`src/rtl/unidade_controle_if.sv`:
```
// unidade_controle_if: instruction issue handshake between an instruction
// source and the unidade_controle sequencer.
//   instr       : 12-bit instruction word, sampled on the accepting edge
//   instr_valid : instr holds a valid instruction
//   ready       : sequencer is idle and will accept an instruction
//   done        : one-cycle pulse when an instruction completes
// Modports: master = instruction source, slave = sequencer.
interface unidade_controle_if;
  logic [11:0] instr;
  logic        instr_valid;
  logic        ready;
  logic        done;

  modport master (
    output instr,
    output instr_valid,
    input  ready,
    input  done
  );

  modport slave (
    input  instr,
    input  instr_valid,
    output ready,
    output done
  );
endinterface

```
`src/rtl/unidade_controle.sv`:
```
// unidade_controle: sequencing control unit for the 4-bit datapath.
// Accepts one instruction at a time over the handshake bus, steps the
// datapath through operand fetch, execution and write-back, and holds the
// carry flag C between instructions.
// Ports:
//   clk        : clock, rising edge
//   reset      : asynchronous active-low reset
//   bus        : instr / instr_valid / ready / done handshake (slave side)
//   carry_out  : carry from the datapath ULA
//   sel12      : 0 loads regA, 1 loads regB
//   escrita    : register-file write enable
//   sel21      : write-data source (0 = dados, 1 = ULA result)
//   reg_addr   : register-file address
//   operacao   : ULA operation select
//   carry_in   : carry into the ULA
//   dados      : immediate data
//   carry_flag : stored carry flag C
module unidade_controle (
  input  logic                     clk,
  input  logic                     reset,
  unidade_controle_if.slave        bus,
  input  logic                     carry_out,
  output logic                     sel12,
  output logic                     escrita,
  output logic                     sel21,
  output logic [1:0]               reg_addr,
  output logic [2:0]               operacao,
  output logic                     carry_in,
  output logic [3:0]               dados,
  output logic                     carry_flag
);

  typedef enum logic [2:0] {
    IDLE   = 3'd0,
    LOAD_A = 3'd1,
    LOAD_B = 3'd2,
    WR_ALU = 3'd3,
    WR_LDI = 3'd4,
    MISC   = 3'd5
  } state_t;

  localparam logic [1:0] CLS_NOP  = 2'b00;
  localparam logic [1:0] CLS_LDI  = 2'b01;
  localparam logic [1:0] CLS_ALU  = 2'b10;
  localparam logic [1:0] CLS_CLRC = 2'b11;

  state_t      state_reg, state_next;
  logic [11:0] instr_reg;
  logic        c_reg;
  logic        done_reg;
  logic        accept;

  // Fields of the latched instruction
  logic [1:0] rd, rs1, rs2;
  logic [2:0] op;
  logic       cen;
  logic [3:0] imm;

  assign rd  = instr_reg[9:8];
  assign rs1 = instr_reg[7:6];
  assign rs2 = instr_reg[5:4];
  assign op  = instr_reg[3:1];
  assign cen = instr_reg[0];
  assign imm = instr_reg[3:0];

  assign accept = (state_reg == IDLE) && bus.instr_valid;

  always_ff @(posedge clk or negedge reset) begin
    if (!reset) begin
      state_reg <= IDLE;
      instr_reg <= '0;
      c_reg     <= 1'b0;
      done_reg  <= 1'b0;
    end else begin
      state_reg <= state_next;
      if (accept)
        instr_reg <= bus.instr;
      // done follows every terminal state by exactly one cycle
      done_reg <= (state_reg == WR_ALU) || (state_reg == WR_LDI) ||
                  (state_reg == MISC);
      if (state_reg == WR_ALU)
        c_reg <= carry_out;
      else if ((state_reg == MISC) && (instr_reg[11:10] == CLS_CLRC))
        c_reg <= 1'b0;
    end
  end

  // Next state. Decode in IDLE uses the incoming word because instr_reg is
  // only written on the accepting edge itself.
  always_comb begin
    state_next = state_reg;
    case (state_reg)
      IDLE: begin
        if (bus.instr_valid) begin
          case (bus.instr[11:10])
            CLS_ALU:  state_next = LOAD_A;
            CLS_LDI:  state_next = WR_LDI;
            default:  state_next = MISC;
          endcase
        end
      end
      LOAD_A:  state_next = LOAD_B;
      LOAD_B:  state_next = WR_ALU;
      WR_ALU:  state_next = IDLE;
      WR_LDI:  state_next = IDLE;
      MISC:    state_next = IDLE;
      default: state_next = IDLE;
    endcase
  end

  // Moore outputs. Because they depend only on state_reg, an asynchronous
  // reset drops escrita immediately.
  always_comb begin
    bus.ready = 1'b0;
    sel12     = 1'b1;
    escrita   = 1'b0;
    sel21     = 1'b0;
    reg_addr  = 2'd0;
    operacao  = 3'd0;
    dados     = 4'd0;
    carry_in  = 1'b0;
    case (state_reg)
      IDLE:   bus.ready = 1'b1;
      LOAD_A: begin
        reg_addr = rs1;
        sel12    = 1'b0;
        operacao = op;
      end
      LOAD_B: begin
        reg_addr = rs2;
        operacao = op;
      end
      WR_ALU: begin
        reg_addr = rd;
        sel21    = 1'b1;
        escrita  = 1'b1;
        operacao = op;
        carry_in = cen & c_reg;
      end
      WR_LDI: begin
        reg_addr = rd;
        dados    = imm;
        escrita  = 1'b1;
      end
      default: ;
    endcase
  end

  assign bus.done   = done_reg;
  assign carry_flag = c_reg;

endmodule

```
`src/flat_wrapper.sv`:
```
// flat-port wrapper written by rule: the top's interface ports become plain ports
module unidade_controle_flat 
  (clk, reset, carry_out, sel12, escrita, sel21, reg_addr, operacao, carry_in, dados, carry_flag, bus_instr, bus_instr_valid, bus_ready, bus_done);
  unidade_controle_if bus_i ();
  input  logic clk;
  input  logic reset;
  input  logic carry_out;
  output logic sel12;
  output logic escrita;
  output logic sel21;
  output logic [1:0] reg_addr;
  output logic [2:0] operacao;
  output logic carry_in;
  output logic [3:0] dados;
  output logic carry_flag;
  input wire logic [$bits(bus_i.instr)-1:0] bus_instr;
  input wire logic [$bits(bus_i.instr_valid)-1:0] bus_instr_valid;
  output wire logic [$bits(bus_i.ready)-1:0] bus_ready;
  output wire logic [$bits(bus_i.done)-1:0] bus_done;
  assign bus_i.instr = bus_instr;
  assign bus_i.instr_valid = bus_instr_valid;
  assign bus_ready = bus_i.ready;
  assign bus_done = bus_i.done;
  unidade_controle u_core (.clk(clk), .reset(reset), .bus(bus_i), .carry_out(carry_out), .sel12(sel12), .escrita(escrita), .sel21(sel21), .reg_addr(reg_addr), .operacao(operacao), .carry_in(carry_in), .dados(dados), .carry_flag(carry_flag));
endmodule
```
`config.mk`:
```
export PLATFORM = sky130hd
export DESIGN_NAME = unidade_controle_flat
export DESIGN_NICKNAME = d
export VERILOG_FILES = /design/src/rtl/unidade_controle_if.sv /design/src/rtl/unidade_controle.sv /design/src/flat_wrapper.sv
export SDC_FILE = /design/constraint.sdc
export NUM_CORES = 1
export LEC_CHECK = 0
export CORE_MARGIN = 2
export CORE_UTILIZATION = 35
export CTS_BUF_LIST = sky130_fd_sc_hd__clkbuf_8 sky130_fd_sc_hd__clkbuf_16
export DETAILED_ROUTE_END_ITERATION = 10
export GPL_TIMING_DRIVEN = 0
export HOLD_SLACK_MARGIN = 0.12
export PLACE_DENSITY = 0.7
export SETUP_SLACK_MARGIN = 0.3
export SYNTH_ARGS = -nofsm -noshare
export SYNTH_HDL_FRONTEND = slang
export SYNTH_SLANG_ARGS = --single-unit
```
`constraint.sdc`:
```
create_clock -name clk -period 1.44 [get_ports clk]
set_input_delay 0.216 -clock clk [delete_from_list [all_inputs] [get_ports clk]]
set_output_delay 0.216 -clock clk [all_outputs]
set_load 0.02 [all_outputs]
```
==> reports/results.ini <==
[worst_setup_path]
path_class = flop to output port
ff2ff_path_depth = 7
crit_path_start_kind = flop
arrival_ns = 1.48
end_kind = output port
required_ns = 1.22
cp_max_fo = 2

[clocking]
cts.clk_slew.worst_paths_ns = 0.07
clock_latency_ns = 0.25
clockRootBuffer = clkbuf_8
clockBufferDepth = 2
htreeDepth = 1
cts.sinks = 17
cts_tree = built
cts_buffers = 3

[final_layout]
final_common_cell = buf_6
nets = 152
fillers = 163
drive_above_1_share_pct = 65.2
final_cell_mix = buf_6, dfrtp_1, clkdlybuf4s50_1
fin_cells = 165
syn2layout_area_growth_pct = 97.2
final_util_pct = 71.8
largest_reg_flops = 12
antenna_cells = 0

[logic_synthesis]
synth_area_per_cell_um2 = 12.1
synth_cell_type_count = 25
ys_top_cells_by_area = dfrtp_1, mux2_4, mux2_2
synthesis.area_um2 = 886
syn_inst = 73
ys_warn_count = 0
syn-num-nets = 89
synth.largest_area_cell = dfrtp_1
synth.top_cell.area_share_pct = 48.0
ys_seq_area_share_pct = 48.0
synth_seq_cells = 17

[routing]
first_iter_violations = 9
drcViolationCount = 0
vias = 822
drt_first_pass_iters = 4
postRouteAntennaNets = 0
routed_wl_um = 2560
vias_per_cell = 4.98
wl_per_cell_um = 15.5

[timing]
tightest_slew_ns = 0.775
fin_skew_ns = 0.00369
fmax_mhz = 590
finalSetupViolCount = 27
fin_crit_ns = 1.69
maxSlewViolCount = 0
rsz0062_at_grt = true
fin_crit_sh_pct = 118
hold_viol_final = 0
slew_headroom_pct = 48.2
setup_ws_ns = -0.255

[power_and_ir_drop]
powerDensity_nw_per_um2 = 2350
p_leak_nw = 0.805
ir_drop_v = 0.00138
power.total_mw = 4.10

[floorplan]
die_area_um2 = 2950
rows = 18
ios = 32
fp.dieH_um = 54.3
initial_core_util_pct = 36.4
coreArea_um2 = 2430
die_x_um = 54.3

[hold_path]
hp-class = input pin to async pin

[placement]
place.gp.congestion = 0.745
dp.cells = 134
portBuffers = 31
place_hpwl_um = 1410

[global_route]
first_global_vias = 812
grt_antenna_before_repair = 0
grt-ovfl-total = 0
grt_usage_pct = 18.9
grt_max_degree = 18
grt_pass1_wl_um = 3820

[job]
max_cap_viol_count = 0

[run_status]
status = finished, violations left
violations = setup timing

[routing by layer]
layer,global-route usage [%],wire length (um),up-vias
met2,32.9,1350,20
met1,22.5,1080,411
met3,2.46,91,5
met5,0,0,-
li1,-,-,386
met4,10.0,50,0
[per-stage QoR]
stage	instance area [um^2]	setup TNS, ns	hold WS (ns)	worst slack (ns)
4_1_cts	1620	-2.55	0.453	-0.260
6_report	1750	-3.83	0.417	-0.255
3_3_place_gp	1320	-5.14	0.496	-0.508
3_5_place_dp	1320	-5.56	0.501	-0.530
5_1_grt	1750	-5.22	0.480	-0.304
2_1_floorplan	972	-0.680	-0.0796	-0.0755
[Yosys cell counts (all sizes together)]
cell and n:
clkbuf 1, a21boi 2, buf 3, and2 1, nand3b 1, nand4b 1
a21oi 2, xnor2 1, o21ai 2, dfrtp 17, nor3b 3, nand3 2
nor3 2, nor2 4, inv 4, and3 5, a32oi 2, mux2 14
nor2b 1, nand2 5
[critical path, cell delays in order (launching register included)]
cell and delay, ns:
dfrtp_1 0.40, buf_4 0.15, mux2_4 0.29, a32oi_2 0.18, nand2_2 0.07, buf_6 0.13
[where the power goes]
part           total, mW  internal, mW  switching [mW]  leakage, nW
clock              0.353         0.189           0.163       0.0269
sequential         0.909         0.716           0.193        0.203
combinational       2.84          1.71            1.13        0.575
total               4.10          2.61            1.49        0.805
[cells by family (layout without fill, tap and decap cells)]
logic type	count (synthesis)	in the layout	share of synthesized area [%]
mux	14	14	21.6
compound gates	8	8	5.93
xor+xnor	1	1	0.989
buf+inv	8	69	6.21
simple gates	25	26	17.2
flops	17	17	48.0
[area by class of cell]
type / instances / area, um^2 / share of cell area (%)
multi-input cells: 49 / 547 / 31.3
flip-flops and latches: 17 / 427 / 24.4
repair buffers: 57 / 606 / 34.7
clock buffers: 3 / 41.3 / 2.36
plain buffers: 4 / 67.6 / 3.87
inverters: 4 / 17.5 / 1.00
well taps: 30 / 37.5 / 2.15
clock inverters: 1 / 3.75 / 0.215
[worst paths after layout]
check                           slack, ns                   to                start
worst max-delay path                -0.25          reg_addr[1]  u_core.state_reg[1]
worst min-delay path                 0.42  u_core.instr_reg[4]                reset
worst max register to register      -0.21  u_core.instr_reg[5]  u_core.state_reg[1]
worst min register to register       0.52  u_core.instr_reg[4]  u_core.instr_reg[4]
max in group asynchronous            0.49  u_core.state_reg[2]                reset
min in group clk                     0.52  u_core.instr_reg[4]  u_core.instr_reg[4]
[repair_timing]
item                       CTS  global route
hold buffers                 0             0
setup endpoints to repair   29            30
pin swaps                   11             8
gates cloned                 3             0
resized for setup          106            21
buffers inserted            15             9
Power figures use the tool's default switching activity.
